`config.mk`:
```
export PLATFORM = sky130hd
export DESIGN_NAME = wb_mem_arbiter
export DESIGN_NICKNAME = d
export VERILOG_FILES = /design/src/rtl/wb_arb_pkg.sv /design/src/rtl/wb_arb_timeout.sv /design/src/rtl/wb_mem_arbiter.sv
export SDC_FILE = /design/constraint.sdc
export NUM_CORES = 1
export LEC_CHECK = 0
export ABC_CLOCK_PERIOD_IN_PS = 6700
export CAP_MARGIN = 15
export CORE_AREA = 2 2 112 114
export DETAILED_ROUTE_END_ITERATION = 10
export DIE_AREA = 0 0 114 116
export PLACE_DENSITY = 0.59
export SLEW_MARGIN = 0
export SYNTH_ARGS = -nofsm -noshare
export SYNTH_HDL_FRONTEND = slang
export SYNTH_SLANG_ARGS = --single-unit
```
`constraint.sdc`:
```
create_clock -name clk -period 6.7 [get_ports clk]
set_clock_uncertainty 0.15 [all_clocks]
set_input_delay 1.34 -clock clk [delete_from_list [all_inputs] [get_ports clk]]
set_output_delay 1.34 -clock clk [all_outputs]
set_load 0.01 [all_outputs]
```
`src/rtl/wb_arb_pkg.sv`:
```
// wb_arb_pkg: shared types and constants for the two-master Wishbone memory arbiter.
package wb_arb_pkg;
    typedef enum logic [1:0] {IDLE, GNT0, GNT1, ERR} state_t;
    localparam int IMEM_M = 0;
    localparam int DMEM_M = 1;
    localparam int DEF_AW = 32;
    localparam int DEF_DW = 32;
endpackage

```
`src/rtl/wb_arb_timeout.sv`:
```
// wb_arb_timeout: slave-stall counter; expired flags the last stalled cycle before a bus error.
module wb_arb_timeout #(
    parameter int TIMEOUT = 255
) (
    input  logic clk,
    input  logic reset_n,
    input  logic count_en,
    input  logic clr,
    output logic expired
);
    localparam int CW = $clog2(TIMEOUT + 1);
    logic [CW-1:0] cnt;
    always_ff @(posedge clk or negedge reset_n) begin
        if (!reset_n) cnt <= '0;
        else if (clr) cnt <= '0;
        else if (count_en) cnt <= cnt + CW'(1);
    end
    // Qualified by count_en so an ack in the final cycle suppresses the error.
    assign expired = count_en && (cnt == CW'(TIMEOUT - 1));
endmodule

```
`src/rtl/wb_mem_arbiter.sv`:
```
// wb_mem_arbiter: round-robin arbiter giving an instruction and a data master
// shared access to one Wishbone slave, with a stall timeout that raises a bus error.
module wb_mem_arbiter
    import wb_arb_pkg::*;
#(
    parameter int AW = DEF_AW,
    parameter int DW = DEF_DW,
    parameter int TIMEOUT = 255
) (
    input  logic                  clk,
    input  logic                  reset_n,
    input  logic [1:0]            m_cyc_i,
    input  logic [1:0]            m_stb_i,
    input  logic [1:0]            m_we_i,
    input  logic [2*AW-1:0]       m_adr_i,
    input  logic [2*DW-1:0]       m_dat_i,
    input  logic [2*(DW/8)-1:0]   m_sel_i,
    output logic [DW-1:0]         m_dat_o,
    output logic [1:0]            m_ack_o,
    output logic [1:0]            m_err_o,
    output logic                  s_cyc_o,
    output logic                  s_stb_o,
    output logic                  s_we_o,
    output logic [AW-1:0]         s_adr_o,
    output logic [DW-1:0]         s_dat_o,
    output logic [DW/8-1:0]       s_sel_o,
    input  logic [DW-1:0]         s_dat_i,
    input  logic                  s_ack_i,
    output logic [1:0]            gnt_o
);
    localparam int SW = DW / 8;
    state_t state, nxt;
    logic last_gnt, nxt_last, owner, in_gnt, expired, stall;
    always_ff @(posedge clk or negedge reset_n) begin
        if (!reset_n) begin
            state    <= IDLE;
            last_gnt <= 1'b1;
        end else begin
            state    <= nxt;
            last_gnt <= nxt_last;
        end
    end
    always_comb begin
        in_gnt = (state == GNT0) || (state == GNT1);
        owner  = (state == GNT1) || ((state == ERR) && last_gnt);
        nxt      = state;
        nxt_last = last_gnt;
        unique case (state)
            IDLE: if (m_cyc_i != 2'b00) begin
                nxt_last = (&m_cyc_i) ? ~last_gnt : m_cyc_i[DMEM_M];
                nxt      = nxt_last ? GNT1 : GNT0;
            end
            GNT0, GNT1: nxt = !m_cyc_i[owner] ? IDLE : expired ? ERR : state;
            ERR:        nxt = !m_cyc_i[owner] ? IDLE : owner ? GNT1 : GNT0;
            default:    nxt = IDLE;
        endcase
    end
    assign s_cyc_o = in_gnt && m_cyc_i[owner];
    assign s_stb_o = in_gnt && m_stb_i[owner];
    assign s_we_o  = in_gnt && m_we_i[owner];
    assign s_adr_o = !in_gnt ? '0 : owner ? m_adr_i[2*AW-1:AW] : m_adr_i[AW-1:0];
    assign s_dat_o = !in_gnt ? '0 : owner ? m_dat_i[2*DW-1:DW] : m_dat_i[DW-1:0];
    assign s_sel_o = !in_gnt ? '0 : owner ? m_sel_i[2*SW-1:SW] : m_sel_i[SW-1:0];
    assign m_dat_o = s_dat_i;
    assign m_ack_o = {in_gnt && owner && s_ack_i, in_gnt && !owner && s_ack_i};
    assign gnt_o   = (in_gnt || state == ERR) ? (owner ? 2'b10 : 2'b01) : 2'b00;
    assign m_err_o = (state == ERR) ? gnt_o : 2'b00;
    assign stall   = s_stb_o && !s_ack_i;
    wb_arb_timeout #(.TIMEOUT(TIMEOUT)) u_timeout (
        .clk     (clk),
        .reset_n (reset_n),
        .count_en(stall),
        .clr     (!in_gnt || s_ack_i),
        .expired (expired)
    );
endmodule

```
==> reports/summary.txt, run 1 <==
Setup total negative slack -> 0 ns
Clk_lat worst skew -> 0.24 ns
Gpl congestion -> 0.801
RR Startpoint -> state[0]
MaxCap Viol Count -> 0
Initial antenna violation count -> 0
Max Slew Vio Count -> 0
Drt pass-1 iters -> 4
Worst Hold Class -> reg -> reg
WL/cell -> 14.1 um
ANT nets after route -> 0
Crit. End Element -> output port
Total GRT Usage -> 13.0%
Routed WL -> 9410 um
Synth cell types -> 38
DRC viols -> 0
Share of layout cells above drive strength 1 -> 3.07%
Post-Synth Simple-Gate Area -> 32.5%
Compound-cell area share of the yosys netlist -> 30.5%
Hold Startpoint -> u_timeout.cnt[4]
Fin crit share -> 69.0%
# rows -> 40
Syn. warnings -> 0
Die W -> 114 um
Final Hold Fails -> 0
Floorplan core area -> 11900 um2
First-pass GRT wire length -> 14200 um
Mean Syn Cell Area -> 6.22 um2
Worst-path clk slew -> 0.04 ns
Number of synthesized flops with an enable pin -> 0
Die Y -> 116 um
Leakage power -> 1.72 nW
Area Overhead vs Synth -> 100%
CTS Root Cell -> clkbuf_16
Power Dens Cells -> 419 nW/um2
Ys flop type -> dfrtp_1
Synthesized Nets -> 533
Post-Synthesis Cell Area -> 2170 um2
CTS tree -> built
Async SR Flop Fraction -> 100%
Total gr overflow -> 0
Max H-tree Level -> 1
RSZ-0062 raised after global routing -> no
Outcome -> finished clean
Drt via density -> 4.38
Final nets -> 706
Clk buf depth -> 2
Crit path max fanout -> 49
Required time of the critical path -> 5.21 ns
DIE AREA -> 13200 um2
Max VDD drop -> 0.000164 V
Placed Cells incl. Taps -> 664
Most common cell after layout, fill and taps aside -> clkdlybuf4s50_1
Crit path DAT -> 3.13 ns
Relative slew slack -> 55.1%
Post-Synth XOR/XNOR Area -> 0%
Largest net degree at the start of global routing -> 50
IO Pins -> 286
Antenna cells -> 0
Tightest Pin Transition -> 0.672 ns
Combinational family with the most area after synthesis -> simple AND/OR/NAND/NOR gates
Mux contribution to synthesized area -> 3.63%
Final Non-Filler Cells -> 668
Fillers -> 1239
PnR worst setup slack -> 2.08 ns
Clock sink count -> 11
Gate Count Post-Synth -> 349
Setup Buffers After CTS -> 0
Seq/Total Area, Yosys -> 12.7%
Post-CTS sizing -> 0
Most frequent cells in the layout -> clkdlybuf4s50_1 (221), nand2_1 (145), a21boi_0 (69)
Tmin final -> 4.62 ns
Post-synthesis register bit count -> 11
Startpoint Class -> flop
F_max -> 0.216 GHz
HPWL after detailed placement -> 7420 um
Post-synthesis adder-cell area fraction -> 4.03%
PortBufs -> 221
CP Class -> reg -> out
DR vias -> 2926
Vias in the first global route -> 2872
Final count of negative-setup-slack endpoints -> 0
Pre-CTS setup slack -> 2.29 ns
Hold bufs inserted after CTS -> 0
TritonCTS Buffers -> 3
Crit. Startpoint -> state[0]
Initial DRC Count -> 99
Starting Density -> 18.2%
-- path summary, 6_finish.rpt --
path                            slack [ns]                to  cells after the start
worst max-delay path                  2.08       s_dat_o[24]                      7
worst min-delay path                  0.39  u_timeout.cnt[4]                      2
worst max register to register        3.98          state[1]                      6
worst min register to register        0.39  u_timeout.cnt[4]                      2
max in group asynchronous             4.76          last_gnt                      1
min in group asynchronous             1.29  u_timeout.cnt[1]                      1
-- critical path, stage by stage, from the launching register on --
cell             delay, ns
dfrtp_1               0.42
inv_1                 0.11
ha_1                  0.29
a21oi_4               0.56
buf_4                 0.56
nand2_1               0.11
a21boi_0              0.22
clkdlybuf4s50_1       0.59
-- Yosys cell counts (2+ instances only) --
library cell	instances	area share [%]
a21boi_0	69	24
a21oi_1	4	0.92
a31oi_1	3	0.86
a41o_1	2	0.92
and2_1	5	1.4
buf_2	2	0.46
buf_4	33	11
clkbuf_1	20	3.5
dfrtp_1	10	12
ha_1	7	4.0
inv_1	6	1.0
mux2_2	4	2.1
mux2i_1	2	0.92
nand2_1	145	25
nand2b_1	4	1.2
nand3_1	3	0.69
nand4_1	2	0.58
nor2_1	6	1.0
o21ai_0	3	0.69
-- report_power, final --
part | switching [W] | leakage, nW | internal, W | total, W
Combinational | 0.000771 | 1.54 | 0.000834 | 0.00161
Sequential | 0.0000224 | 0.146 | 0.0000832 | 0.000106
Clock | 0.0000286 | 0.0382 | 0.0000798 | 0.000108
Total | 0.000822 | 1.72 | 0.000997 | 0.00182
-- final cells by class --
| class | count | area (um2) | area share [%] |
|---|---|---|---|
| Sequential cell | 11 | 277 | 6.37 |
| Inverter | 6 | 22.5 | 0.518 |
| Timing Repair Buffer | 224 | 2230 | 51.4 |
| Clock buffer | 4 | 78.8 | 1.81 |
| Tap cell | 147 | 184 | 4.23 |
| Multi-Input combinational cell | 276 | 1550 | 35.6 |
-- kinds of logic (layout without fill, tap and decap cells) --
group,after synthesis,count (layout)
AOI/OAI and AO/OA,89,89
adders and majority gates,7,7
buffers and inverters,62,234
DFF,11,11
muxes,7,7
and+or+nand+nor,173,173
-- sequential cells by signal, summed over array words and instances (netlist names) --
name and cells:
last_gnt 1, state 2, u_timeout.cnt 8
-- through the flow --
stage | instance area [um2] | util (%) | total power (W) | hold WS (ns)
after floorplan | 2170 | - | 0.000915 | 0.358
after global placement | 4270 | 35.8 | 0.00172 | 0.373
after detailed placement | 4270 | 35.8 | 0.00174 | 0.390
after CTS | 4340 | 36.5 | 0.00185 | 0.396
after global routing | 4340 | 36.5 | 0.00197 | 0.432
final | 4340 | 36.5 | 0.00182 | 0.392
-- metal layers --
layer	vias to the layer above	track usage (%)	routed length, um	part of all wire [%]
met3	12	3.03	791	8.4
li1	1460	-	-	-
met1	1307	14.3	3670	39
met4	0	1.14	66	0.70
met5	-	0	0	0
met2	147	26.2	4890	52
Note: power is estimated with default switching activity, not from simulation.
==> inputs of run 2 (changes only) <==
- ABC_CLOCK_PERIOD_IN_PS: 6700 -> 4650
- CORE_AREA: 2 2 112 114 -> 2 2 109 111
- DIE_AREA: 0 0 114 116 -> 0 0 111 113
- PLACE_DENSITY: 0.59 -> 0.61
- clock period: 6.7 -> 4.65 ns (I/O delays scaled with it)
==> run 2 against run 1 <==
  * Via count increased by 2.0%
  * Utilization increased by 2.2 points
  * Non-clock buffer count increased by 2
  * Flip-flop and latch count unchanged
  * Largest cell class unchanged
  * Highest routed layer unchanged
==> reports/summary.txt, run 2 (same netlist as run 1, synthesis figures left out) <==
F_max -> 0.254 GHz
Area Overhead vs Synth -> 100%
IO Pins -> 286 (unchanged)
TritonCTS Buffers -> 3 (unchanged)
Share of layout cells above drive strength 1 -> 3.44% (+0.37 points)
Biggest register -> u_timeout.cnt
CTS Root Cell -> clkbuf_16
Max Slew Vio Count -> 0 (unchanged)
Starting Density -> 19.3% (+1.0 points)
Fin crit share -> 84.8%
Routed WL -> 9990 um (+6.2%)
Required time of the critical path -> 3.57 ns (-1.64 ns)
Total gr overflow -> 0 (unchanged)
Max H-tree Level -> 1 (unchanged)
HPWL after detailed placement -> 8220 um (+11%)
Largest regs -> u_timeout.cnt: 8 flops, state: 2 flops, last_gnt: 1 flops
ANT nets after route -> 0 (unchanged)
Clk_lat worst skew -> 0.24 ns (about the same)
Initial DRC Count -> 111 (+12%)
Worst-path clk slew -> 0.04 ns (about the same)
Initial antenna violation count -> 0 (unchanged)
PortBufs -> 221 (unchanged)
# rows -> 39 (-2.5%)
Drt via density -> 4.48 (+2.3%)
R2r setup slk -> 1.36 ns (-2.62 ns)
First-pass GRT wire length -> 15200 um (+7.3%)
Final nets -> 708 (+0.28%)
Crit path DAT -> 2.86 ns (-0.27 ns)
Tmin final -> 3.94 ns
Floorplan core area -> 11300 um2 (-5.4%)
Die W -> 111 um (-2.6%)
Final Non-Filler Cells -> 666 (-0.30%)
Most frequent cells in the layout -> clkdlybuf4s50_1 (221), nand2_1 (145), a21boi_0 (69)
Setup Buffers After CTS -> 0 (unchanged)
Antenna cells -> 0 (unchanged)
Clock sink count -> 11 (unchanged)
Met2 WL -> 4900 um (+0.18%)
Largest net degree at the start of global routing -> 46 (-8.0%)
Crit. End Element -> output port
Fillers -> 1174 (-5.2%)
DRC viols -> 0 (unchanged)
Final Hold Fails -> 0 (unchanged)
Crit path max fanout -> 45 (-8.2%)
DIE AREA -> 12500 um2 (-5.1%)
Post-CTS sizing -> 0 (unchanged)
DR WL met3 -> 883 um (+12%)
CP Class -> reg -> out
Hold bufs inserted after CTS -> 0 (unchanged)
Gpl congestion -> 0.844 (+5.3%)
Placed Cells incl. Taps -> 662 (-0.30%)
Setup total negative slack -> 0 ns (unchanged)
Startpoint Class -> flop
Relative slew slack -> 54.8% (-0.32 points)
DR vias -> 2985 (+2.0%)
Clk buf depth -> 2 (unchanged)
Power Dens Cells -> 611 nW/um2 (+46%)
Outcome -> finished clean
WL/cell -> 15.0 um (+6.5%)
Tightest Pin Transition -> 0.678 ns (+0.00629 ns)
Die Y -> 113 um (-2.6%)
Max layer used -> met4
Total GRT Usage -> 14.8% (+1.7 points)
Worst Hold Class -> reg -> reg
Most common cell after layout, fill and taps aside -> clkdlybuf4s50_1
MaxCap Viol Count -> 0 (unchanged)
Final count of negative-setup-slack endpoints -> 0 (unchanged)
Max reg flops -> 8 (unchanged)
Routed metal-1 wire length -> 4000 um (+9.1%)
RSZ-0062 raised after global routing -> no
CTS tree -> built
Drt pass-1 iters -> 4 (unchanged)
Max VDD drop -> 0.000262 V (+60%)
Vias in the first global route -> 2938 (+2.3%)
Leakage power -> 1.73 nW (+0.56%)
==> run 2: path summary, 6_finish.rpt <==
path	startpoint	to	depth (start not counted)
max	state[0]	s_dat_o[9]	5
max reg2reg	state[0]	state[0]	7
min	u_timeout.cnt[4]	u_timeout.cnt[4]	2
max in group asynchronous	reset_n	last_gnt	1
min reg2reg	u_timeout.cnt[4]	u_timeout.cnt[4]	2
min in group asynchronous	reset_n	u_timeout.cnt[4]	1
==> run 2: layer usage <==
layer / vias to the layer above / global-route usage (%)
met5: - / 0
met4: 0 / 4.17
met3: 8 / 3.70
met2: 159 / 27.2
met1: 1352 / 17.0
li1: 1466 / -
==> run 2: metrics by stage <==
| step | setup WS, ns | power [W] | utilization, % | area, um2 | hold slack (ns) |
|---|---|---|---|---|---|
| 2_1_floorplan | 1.77 | 0.00132 | - | 2170 | 0.358 |
| 3_3_place_gp | 1.00 | 0.00253 | 37.9 | 4280 | 0.381 |
| 6_report | 0.706 | 0.00266 | 38.6 | 4350 | 0.400 |
| 5_1_grt | 0.543 | 0.00286 | 38.6 | 4350 | 0.421 |
| 3_5_place_dp | 0.966 | 0.00255 | 37.9 | 4280 | 0.391 |
| 4_1_cts | 0.675 | 0.00272 | 38.6 | 4350 | 0.398 |
==> run 2: layout make-up <==
cell class | instances | area, um2 | share of cell area [%]
Multi-Input combinational cell | 276 | 1550 | 35.5
Sequential cell | 11 | 277 | 6.35
Clock buffer | 4 | 78.8 | 1.81
Tap cell | 143 | 179 | 4.11
Timing Repair Buffer | 226 | 2250 | 51.7
Inverter | 6 | 22.5 | 0.517
==> run 2: power by group <==
group          total, W  leakage, nW  switching, W  internal (W)
Combinational   0.00235         1.55       0.00114       0.00122
Clock          0.000156       0.0382     0.0000413      0.000115
Sequential     0.000153        0.146     0.0000329      0.000120
Total           0.00266         1.73       0.00121       0.00145
==> run 2: worst max-delay path, stage by stage, from the launching register on <==
cell             delay (ns)
dfrtp_1                0.43
inv_1                  0.12
ha_2                   0.78
buf_4                  0.39
a21boi_0               0.29
clkdlybuf4s50_1        0.59
==> variant (flow settings as in run 2) <==
Encoding of `state_t`: now one-hot (4 bits for 4 states).
--- a/src/rtl/wb_arb_pkg.sv
+++ b/src/rtl/wb_arb_pkg.sv
@@ -1,6 +1,6 @@
 // wb_arb_pkg: shared types and constants for the two-master Wishbone memory arbiter.
 package wb_arb_pkg;
-    typedef enum logic [1:0] {IDLE, GNT0, GNT1, ERR} state_t;
+    typedef enum logic [3:0] {IDLE = 4'b0001, GNT0 = 4'b0010, GNT1 = 4'b0100, ERR = 4'b1000} state_t;
     localparam int IMEM_M = 0;
     localparam int DMEM_M = 1;
     localparam int DEF_AW = 32;
Formal check against the unedited RTL: no difference found for any inputs over 10 cycles, from zero or initial values and one cycle with reset_n low; not proved beyond that.
==> variant against run 2 <==
- global-route usage decreased by 0.077 points
- cell count decreased by 20%
- design area decreased by 6.0%
- sequential share of layout area grew 1.7 points
- routed wire length is 2.0% lower
- highest routed layer unchanged
- setup slack improved by 0.00070 ns
- synthesized area shrank 11%
- register-to-register slack gained 0.88 ns
- sequential cell count up 2
Power is not compared: it rests on default switching activity, and its combinational part moved more than twofold at a synthesized area within 25%.
==> variant: results (changes against run 2) <==
xor and xnor area share after synthesis - 3.176% (was 0%)
multi-input gate count - 144 (was 276)
Synth Net Count - 393 (was 533)
Non-CTS inverters - 4 (was 6)
Post-Place Setup Slack - 0.9980 ns (was 0.9663 ns)
total instance count after detailed placement - 527 (was 662)
sequential fraction of the synthesis area - 16.98% (was 12.73%)
total half-perimeter wirelength after legalization and detailed placement - 7686 um (was 8223 um)
via/cell ratio - 4.542 (was 4.482)
share of cells above drive strength 1 - 5.412% (was 3.442%)
worst hold-check slack - 0.4012 ns (was 0.3999 ns)
hold path startpoint - u_timeout.cnt[7] (was u_timeout.cnt[4])
global-route wire length before repair - 14730 um (was 15240 um)
Largest regs - u_timeout.cnt x8, state x4, last_gnt x1 (was u_timeout.cnt x8, state x2, last_gnt x1)
total area of sequential cells - 327.8 um2 (was 276.5 um2)
largest net degree at the start of global routing - 72 (was 46)
Plain + repair buffers - 223 (was 226)
CP max FO - 39 (was 45)
CP startpoint - state[2] (was state[0])
multiplexer fraction of the synthesized cell area - 0% (was 3.629%)
endpoint of the most critical setup path - s_adr_o[3] (was s_dat_o[9])
fraction of area in multi-input gates - 30.60% (was 35.55%)
number of cells on the worst reg-to-reg path - 5 (was 7)
GR Util All Layers - 14.69% (was 14.77%)
result of the run - completed (unchanged)
synthesized-area fraction occupied by ao, oa, aoi and oai cells - 45.63% (was 30.53%)
worst setup slack for register-to-register paths - 2.24 ns (was 1.36 ns)
DRT iter0 DRCs - 162 (was 111)
ranking of synthesized cells by area - sky130_fd_sc_hd__a22o_1 (31%), sky130_fd_sc_hd__dfrtp_1 (14%), sky130_fd_sc_hd__buf_4 (13%), sky130_fd_sc_hd__a2111oi_4 (5.7%), sky130_fd_sc_hd__buf_2 (4.1%) (was sky130_fd_sc_hd__nand2_1 (25%), sky130_fd_sc_hd__a21boi_0 (24%), sky130_fd_sc_hd__dfrtp_1 (12%), sky130_fd_sc_hd__buf_4 (11%), sky130_fd_sc_hd__ha_1 (4.0%))
top post-synthesis cells by count - sky130_fd_sc_hd__a22o_1 (69), sky130_fd_sc_hd__buf_4 (33), sky130_fd_sc_hd__buf_2 (16) (was sky130_fd_sc_hd__nand2_1 (145), sky130_fd_sc_hd__a21boi_0 (69), sky130_fd_sc_hd__buf_4 (33))
Non-Clock Buffer Area Fraction - 54.72% (was 51.67%)
number of nets at the end of the flow - 568 (was 708)
adder and majority gate portion of the synthesized area - 1.296% (was 4.032%)
filler cell count in the final layout - 1156 (was 1174)
area of combinational cells with multiple inputs - 1252 um2 (was 1548 um2)
fin crit share - 84.79% (was 84.81%)
endpoint of the worst register-to-register path - u_timeout.cnt[1] (was state[0])
Worst Tran Pin Value - 0.7600 ns (was 0.6783 ns)
number of global-route vias before repair - 2467 (was 2938)
relative area of clock buffers and inverters in the final design - 1.926% (was 1.810%)
number of library cell types mapped by synthesis - 42 (was 38)
[variant: changes by cell type in the layout (fill, tap and decap cells not counted), moves of 5 or more]
cell and change:
sky130_fd_sc_hd__nand2_1 -140, sky130_fd_sc_hd__a21boi_0 -69, sky130_fd_sc_hd__a22o_1 +69, sky130_fd_sc_hd__xnor2_1 +7, sky130_fd_sc_hd__nor2_1 +5
[variant: per-layer routing]
layer / vias up / GRT usage, % / routed length [um]
li1: 1144 / - / -
met1: 1131 / 18.85 / 4076
met2: 127 / 25.56 / 4952
met3: 10 / 3.107 / 679
met4: 0 / 3.083 / 85
met5: - / 0 / 0
[variant: critical path, cell delays in order, from the launching register on]
cell	delay, ns
sky130_fd_sc_hd__dfrtp_1	0.63
sky130_fd_sc_hd__and2b_1	0.25
sky130_fd_sc_hd__and2_2	0.63
sky130_fd_sc_hd__buf_12	0.30
sky130_fd_sc_hd__a22o_1	0.21
sky130_fd_sc_hd__clkdlybuf4s50_1	0.58
